$ cat src/rtl/sensor_conditioner_if.sv
// Loop-detector conditioning bus: raw detector levels and fault clear in,
// conditioned presence and stuck flags out. Lanes are indexed [8:1].
interface sensor_conditioner_if;
    localparam int unsigned NUM_LANES = 8;

    logic [NUM_LANES:1] raw_sensors;
    logic               clear_fault;
    logic [NUM_LANES:1] sensors;
    logic [NUM_LANES:1] stuck;
    logic               fault;

    modport master (
        output raw_sensors,
        output clear_fault,
        input  sensors,
        input  stuck,
        input  fault
    );

    modport slave (
        input  raw_sensors,
        input  clear_fault,
        output sensors,
        output stuck,
        output fault
    );
endinterface

$ cat src/rtl/sensor_conditioner.sv
// Per-lane loop-detector conditioner: 2-flop synchroniser, debounce and
// hold-extend FSM per lane, feeding the controller's sensors[8:1] bus.
// Optional stuck-on detection/masking is compiled in with
// `define SENSOR_STUCK_DETECT_EN; without it stuck/fault are tied low.
module sensor_conditioner #(
    parameter int unsigned DEBOUNCE    = 4,
    parameter int unsigned HOLD        = 3,
    parameter int unsigned STUCK_LIMIT = 600
) (
    input  logic                 clk,
    input  logic                 rst,
    sensor_conditioner_if.slave  bus
);
    localparam int unsigned NUM_LANES = 8;
    localparam int unsigned CNT_W     = 4;
    localparam int unsigned STUCK_W   = 12;

    localparam logic [CNT_W-1:0]   DEB_LAST  = CNT_W'(DEBOUNCE - 1);
    localparam logic [CNT_W-1:0]   HOLD_LAST = CNT_W'(HOLD - 1);
    localparam logic [STUCK_W-1:0] STUCK_MAX = STUCK_W'(STUCK_LIMIT);

    typedef enum logic [1:0] {
        IDLE    = 2'd0,
        ARM     = 2'd1,
        PRESENT = 2'd2,
        HOLDOFF = 2'd3
    } lane_state_e;

    logic [NUM_LANES:1] sync1_q;
    logic [NUM_LANES:1] sync2_q;
    lane_state_e        state_q [NUM_LANES:1];
    lane_state_e        state_d [NUM_LANES:1];
    logic [CNT_W-1:0]   cnt_q   [NUM_LANES:1];
    logic [CNT_W-1:0]   cnt_d   [NUM_LANES:1];
    logic [NUM_LANES:1] sensors_q;
    logic [NUM_LANES:1] sensors_d;
    logic [NUM_LANES:1] lane_mask;

    // Two-flop synchroniser; the second flop is the FSM sample.
    always_ff @(posedge clk or negedge rst) begin
        if (!rst) begin
            sync1_q <= '0;
            sync2_q <= '0;
        end else begin
            sync1_q <= bus.raw_sensors;
            sync2_q <= sync1_q;
        end
    end

`ifdef SENSOR_STUCK_DETECT_EN
    logic [STUCK_W-1:0] run_q [NUM_LANES:1];
    logic [STUCK_W-1:0] run_d [NUM_LANES:1];
    logic [NUM_LANES:1] stuck_q;
    logic [NUM_LANES:1] stuck_d;
    logic [NUM_LANES:1] stuck_set;
    logic               fault_q;

    // Saturating high-run counters; clear wins over a same-edge set.
    always_comb begin
        run_d     = run_q;
        stuck_d   = stuck_q;
        stuck_set = '0;
        for (int i = 1; i <= int'(NUM_LANES); i++) begin
            if (bus.clear_fault) begin
                run_d[i]   = '0;
                stuck_d[i] = 1'b0;
            end else if (!sync2_q[i]) begin
                run_d[i] = '0;
            end else begin
                if (run_q[i] != STUCK_MAX) begin
                    run_d[i] = run_q[i] + STUCK_W'(1);
                end
                if (run_d[i] == STUCK_MAX) begin
                    stuck_set[i] = 1'b1;
                    stuck_d[i]   = 1'b1;
                end
            end
        end
    end

    // Stuck state registers; fault is the registered OR of the flags.
    always_ff @(posedge clk or negedge rst) begin
        if (!rst) begin
            for (int i = 1; i <= int'(NUM_LANES); i++) begin
                run_q[i] <= '0;
            end
            stuck_q <= '0;
            fault_q <= 1'b0;
        end else begin
            run_q   <= run_d;
            stuck_q <= stuck_d;
            fault_q <= |stuck_d;
        end
    end

    // A stuck lane (including the edge it is declared) is held in IDLE.
    assign lane_mask = stuck_q | stuck_set;
    assign bus.stuck = stuck_q;
    assign bus.fault = fault_q;
`else
    logic unused_stuck_inputs;

    // Detection compiled out: nothing is masked and the flags tie low.
    assign lane_mask           = '0;
    assign bus.stuck           = '0;
    assign bus.fault           = 1'b0;
    assign unused_stuck_inputs = ^{bus.clear_fault, STUCK_MAX};
`endif

    // Per-lane debounce/hold next-state logic and presence decode.
    always_comb begin
        for (int i = 1; i <= int'(NUM_LANES); i++) begin
            state_d[i]   = state_q[i];
            cnt_d[i]     = cnt_q[i];
            sensors_d[i] = 1'b0;
            if (lane_mask[i]) begin
                state_d[i] = IDLE;
                cnt_d[i]   = '0;
            end else begin
                case (state_q[i])
                    IDLE: begin
                        if (sync2_q[i]) begin
                            if (DEBOUNCE == 1) begin
                                state_d[i] = PRESENT;
                            end else begin
                                state_d[i] = ARM;
                                cnt_d[i]   = CNT_W'(1);
                            end
                        end
                    end
                    ARM: begin
                        if (!sync2_q[i]) begin
                            state_d[i] = IDLE;
                        end else if (cnt_q[i] == DEB_LAST) begin
                            state_d[i] = PRESENT;
                        end else begin
                            cnt_d[i] = cnt_q[i] + CNT_W'(1);
                        end
                    end
                    PRESENT: begin
                        if (!sync2_q[i]) begin
                            if (HOLD == 1) begin
                                state_d[i] = IDLE;
                            end else begin
                                state_d[i] = HOLDOFF;
                                cnt_d[i]   = CNT_W'(1);
                            end
                        end
                    end
                    HOLDOFF: begin
                        if (sync2_q[i]) begin
                            state_d[i] = PRESENT;
                        end else if (cnt_q[i] == HOLD_LAST) begin
                            state_d[i] = IDLE;
                        end else begin
                            cnt_d[i] = cnt_q[i] + CNT_W'(1);
                        end
                    end
                    default: begin
                        state_d[i] = IDLE;
                        cnt_d[i]   = '0;
                    end
                endcase
            end
            sensors_d[i] = (state_d[i] == PRESENT) || (state_d[i] == HOLDOFF);
        end
    end

    // Lane state registers; presence is registered alongside the state.
    always_ff @(posedge clk or negedge rst) begin
        if (!rst) begin
            for (int i = 1; i <= int'(NUM_LANES); i++) begin
                state_q[i] <= IDLE;
                cnt_q[i]   <= '0;
            end
            sensors_q <= '0;
        end else begin
            state_q   <= state_d;
            cnt_q     <= cnt_d;
            sensors_q <= sensors_d;
        end
    end

    assign bus.sensors = sensors_q;
endmodule

$ cat src/flat_wrapper.sv
// flat-port wrapper written by rule: the top's interface ports become plain ports
module sensor_conditioner_flat 
#(
    parameter int unsigned DEBOUNCE    = 4,
    parameter int unsigned HOLD        = 3,
    parameter int unsigned STUCK_LIMIT = 600
)
  (clk, rst, bus_raw_sensors, bus_clear_fault, bus_sensors, bus_stuck, bus_fault);
  sensor_conditioner_if bus_i ();
  input  logic clk;
  input  logic rst;
  input wire logic [$bits(bus_i.raw_sensors)-1:0] bus_raw_sensors;
  input wire logic [$bits(bus_i.clear_fault)-1:0] bus_clear_fault;
  output wire logic [$bits(bus_i.sensors)-1:0] bus_sensors;
  output wire logic [$bits(bus_i.stuck)-1:0] bus_stuck;
  output wire logic [$bits(bus_i.fault)-1:0] bus_fault;
  assign bus_i.raw_sensors = bus_raw_sensors;
  assign bus_i.clear_fault = bus_clear_fault;
  assign bus_sensors = bus_i.sensors;
  assign bus_stuck = bus_i.stuck;
  assign bus_fault = bus_i.fault;
  sensor_conditioner #(.DEBOUNCE(DEBOUNCE), .HOLD(HOLD), .STUCK_LIMIT(STUCK_LIMIT)) u_core (.clk(clk), .rst(rst), .bus(bus_i));
endmodule
$ cat config.mk
export PLATFORM = sky130hd
export DESIGN_NAME = sensor_conditioner_flat
export DESIGN_NICKNAME = d
export VERILOG_FILES = /design/src/rtl/sensor_conditioner_if.sv /design/src/rtl/sensor_conditioner.sv /design/src/flat_wrapper.sv
export SDC_FILE = /design/constraint.sdc
export NUM_CORES = 1
export LEC_CHECK = 0
export CAP_MARGIN = 20
export CORE_ASPECT_RATIO = 1.5
export CORE_MARGIN = 3
export CORE_UTILIZATION = 52
export DETAILED_ROUTE_END_ITERATION = 8
export GPL_ROUTABILITY_DRIVEN = 0
export PLACE_DENSITY = 0.75
export REMOVE_ABC_BUFFERS = 1
export SYNTH_ARGS = -nofsm -noshare
export SYNTH_HDL_FRONTEND = slang
export SYNTH_SLANG_ARGS = --single-unit
$ cat constraint.sdc
create_clock -name clk -period 1.75 [get_ports clk]
set_clock_uncertainty 0.2 [all_clocks]
set_input_delay 0.175 -clock clk [delete_from_list [all_inputs] [get_ports clk]]
set_output_delay 0.175 -clock clk [all_outputs]
set_load 0.05 [all_outputs]
======== Yosys cells after proc, flatten, opt, wreduce, memory -nomap -nowiden ========
Index checks and enable logic that the tools add are counted.
word-level totals
  bits in registers ....................... 72
  logic and storage cells ................. 267
  output and inout bits ................... 17
  input bits .............................. 11
operators by class
  $add $sub $neg .......................... 8
  muxes and demuxes ....................... 112
  equality and inequality tests ........... 104
  reduce and logical (&&, ||, !) cells .... 24
operator list
  cell                                                  count
  2-to-1 mux 4 bit                                      48
  case mux 4 bit (4 select lines)                       8
  2-to-1 mux 2 bit                                      48
  equality test 2 bit (second input constant)           32
  equality test 4 x 2 -> 1 bit (second input constant)  16
  != test 2 bit (second input constant)                 32
  case mux 2 bit (4 select lines)                       8
  AND reduction 6 bit                                   8
  adder 4 x 1 -> 4 bit (second input constant)          8
  != test 2 x 1 -> 1 bit (second input constant)        16
  equality test 2 x 1 -> 1 bit (second input constant)  8
  logical NOT 2 bit                                     8
  logical OR 1 bit                                      8

======== Depth between registers and ports, before layout ========
  depth after elaboration ................. 6
  mapped depth ............................ 6
  mapped depth without buffers ............ 6

======== Least setup slack after synthesis ========
No wires, ideal clock.
  path kind ............................... flip-flop to flip-flop
  start point ............................. reg u_core.cnt_q[16] (netlist name)
  end point ............................... reg u_core.cnt_q[17] (netlist name)
  setup slack ............................. 14 ps
  stages on the path, launching flop included .. 5
  buffers on the path ..................... 0
  arrival time ............................ 1412 ps
  clock period less this slack ............ 1736 ps
  setup time .............................. 125 ps
  required time ........................... 1425 ps
  cell sequence ........................... dfrtp_1 > ha_1 > and4bb_4 > o22ai_4 > mux2_2
on the way
  cells in the longest elaborated chain, start to end .. 4
  elaborated cells between the ends (all ways) .. 11
  those cells by class .................... 1 x add/sub; 4 x eq/ne; 5 x mux; 1 x reduce/logical
RTL lines
  item                                        line                                                  RTL
  start: declaration                          sensor_conditioner.sv:33                              logic [CNT_W-1:0] cnt_q [NUM_LANES:1];
  start signal: assignment                    sensor_conditioner.sv:179                             cnt_q <= cnt_d;
  adder 4 x 1 -> 4 bit                        sensor_conditioner.sv:137, sensor_conditioner.sv:156
  2-to-1 mux 4 bit, on equally long branches  sensor_conditioner.sv:153, sensor_conditioner.sv:134
  2-to-1 mux 4 bit, on equally long branches  sensor_conditioner.sv:151, sensor_conditioner.sv:132
  case mux 4 bit (4 select lines)             sensor_conditioner.sv:120                             case (state_q[i])
Several ways; a longest one is shown, not always the timed one. The select of a mux whose other input is x is not followed.
A chain may end at the register's enable or synchronous reset.

======== Worst setup path in the final report ========
  start point ............................. reg u_core.cnt_q[12] (netlist name)
  end point ............................... reg u_core.cnt_q[14] (netlist name)
Same word-level chain as after synthesis.

==> impl_metrics.yaml <==
global_routing:
  grt_pass1_vias: 2177
  track_usage_pct: 15.9
  grt_overflow: 0
  grt_pass1_wl_mm: 9.20
  grt_max_degree: 67
  antenna_found_initial: 0
finish:
  drive_above_1_share_pct: 27.9
  fin_util_pct: 66.6
  fin_nets: 363
  areaGrowthSynthToFinish_pct: 20.9
  antenna_cells: 0
min_path:
  worstHoldEndpoint: "u_core.sync1_q[2]$_DFF_PN0_"
  min_from: "bus_raw_sensors[1]"
  min_path_cells: 1
  min_path_type: "in -> reg"
die:
  core_area_um2: 5960
  row_count: 34
  start_util_pct: 55.1
  die_area_um2: 7320
  io_pins: 28
  die_x_um: 70.9
  die_h_um: 103
synth:
  ys_warn_count: 0
  synth_top_area_cell: "dfrtp_1"
  syn_area_um2: 3280
  synth_edf_count: 0
  async_flop_share_pct: 100
  syn-instance-count: 278
  yosys.area.top_type_share_pct: 50.3
  synth_top_flop_cell: "dfrtp_1"
  ys_types: 29
  synth-seq-area-share_pct: 50.3
  avgSynthCellArea_um2: 11.8
  synth_area_leaders: "dfrtp_1 (50%), ha_1 (6.1%), o2bb2ai_4 (4.2%), nand3_1 (3.7%), buf_4 (3.4%)"
  synth-seq-cells: 66
critical_path:
  critPathCaptureType: "flip-flop"
  cp_max_fo: 6
  start_kind: "flip-flop"
  r2r_end: "u_core.cnt_q[14]$_DFFE_PN0P_"
  crit_type: "reg -> reg"
  r2r_cells: 5
  r2r-start: "u_core.cnt_q[12]$_DFFE_PN0P_"
  worstPathArrival_ps: 1740
  required_ps: 1770
  rrSetupSlack_ps: 30
pwr:
  p_leak_nw: 1.85
  total_power_mw: 5.90
  vdd_ir_drop_max_uv: 873
  powerDensity_nw_per_um2: 1490
timing:
  holdWs_ps: 83.0
  final.setup.worst_slack_ps: 30.0
  hold_violations: 0
  setup_viol: 0
  period_share_pct: 98.3
  fmax_mhz: 581
  rsz0062_at_grt: "yes"
  drv_slew: 0
  finalSetupTns_ps: 0
  min_period_ps: 1720
clock_network:
  cts_buffers: 9
  cts_sinks: 66
  worstSkewPairLatency_ps: 330
  cts_max_path_buffers: 2
  root_buffer: "clkbuf_8"
  cts_tree: "done"
  path_clk_slew_ps: 70
  cts_max_level: 3
run_status:
  status: "finished clean"
routing:
  vias_per_cell: 5.36
  wirelength_mm: 5.37
  drt_iter0_drc: 78
  drc: 0
  first_pass_iters: 4
  antenna_left: 0
  post_drt_wl_per_cell_um: 13.0
  num_vias: 2212
place:
  dpl.hpwl_mm: 3.70
  io_buffers: 17
  pre_cts_ws_ps: -16.5
run:
  maxCapViolCount: 0
-- cells by family after synthesis --
group	count (synthesis)	synth area share (%)
DFF	66	50.3
muxes	12	3.81
and+or+nand+nor	105	20.7
other	1	0.114
AOI/OAI and AO/OA	42	13.1
buffers and inverters	36	5.84
adders and majority gates	16	6.10
-- routing by layer --
metal,GRT usage (%),wire length [µm],up-vias
met5,0,0,-
met4,7.53,58,0
met3,4.64,177,5
met2,28.7,2930,25
met1,16.9,2200,1103
li1,-,-,1079
-- sequential cells by signal (all words and copies together) (netlist names) --
register and flops:
u_core.bus.sensors 7, u_core.cnt_q 32, u_core.sync2_q 8, u_core.state_q 11, u_core.sync1_q 8
-- report_power, final --
group | total, mW | switching (mW) | internal (mW)
Sequential | 2.47 | 0.503 | 1.97
Combinational | 2.29 | 1.04 | 1.25
Clock | 1.13 | 0.505 | 0.627
-- placed cells by master (no fill, tap or decap), drive strengths merged --
cell type / n
nand4bb: 5
conb: 9
nand2: 10
nor3: 4
nor3b: 4
ha: 16
mux2i: 8
dlygate4sd3: 1
nor2b: 7
nand3b: 8
nand4: 4
nor2: 17
mux2: 4
a21oi: 4
clkbuf: 14
clkdlybuf4s50: 8
o22a: 3
o21ai: 11
and4bb: 11
a32o: 4
nand3: 24
inv: 21
o2bb2ai: 5
o22ai: 3
clkinv: 2
buf: 45
nand2b: 11
dfrtp: 66
o211ai: 4
o21a: 8
-- repair_timing --
item	4_1_cts	5_1_grt
setup endpoints to repair	5	21
endpoints found under the hold margin	66	0
hold buffers	1	0
pin swaps	5	11
resized for setup	1	19
setup buffers	0	19
-- stage by stage --
stage	area (µm²)	instances
5_1_grt	3970	413
6_report	3970	413
3_3_place_gp	3570	377
3_5_place_dp	3570	377
4_1_cts	3770	394
2_1_floorplan	3200	271
-- synth_stat cells, types with 5 or more instances --
cell,number
ha_1,16
dfrtp_1,66
o2bb2ai_4,5
nor2b_1,7
nor2_1,17
nand4bb_1,5
mux2i_1,8
inv_1,21
o21ai_0,9
o21a_1,8
buf_4,15
nand2b_1,11
nand2_1,10
and4bb_2,7
nand3b_1,8
nand3_1,24
-- how the worst max path moves through the flow --
stage,start,endpoint,slack (ps),cells after the start
global route,u_core.cnt_q[9]$_DFFE_PN0P_,u_core.cnt_q[11]$_DFFE_PN0P_,-60,5
finish,u_core.cnt_q[12]$_DFFE_PN0P_,u_core.cnt_q[14]$_DFFE_PN0P_,30,5
global placement,u_core.cnt_q[17]$_DFFE_PN0P_,u_core.cnt_q[17]$_DFFE_PN0P_,20,4
floorplan,u_core.bus.sensors[4]$_DFF_PN0_,u_core.cnt_q[13]$_DFFE_PN0P_,7,3
CTS,u_core.cnt_q[25]$_DFFE_PN0P_,u_core.cnt_q[25]$_DFFE_PN0P_,6,4
detailed placement,u_core.cnt_q[17]$_DFFE_PN0P_,u_core.cnt_q[17]$_DFFE_PN0P_,-20,4
-- critical path, stage by stage, from the launching register on --
cell	delay, ps
dfrtp_1	410
ha_2	210
and4bb_4	220
o2bb2ai_4	250
o21ai_1	110
a32o_1	220
-- layout make-up --
| cell class | count | area [µm²] |
|---|---|---|
| fill | 462 | 1990 |
| sequential | 66 | 1650 |
| multi-input combinational | 184 | 1520 |
| timing repair buffer | 54 | 449 |
| clock buffer | 14 | 173 |
| tap | 72 | 90.1 |
| inverter | 21 | 78.8 |
| clock inverter | 2 | 10.0 |
Power figures use the tool's default switching activity.
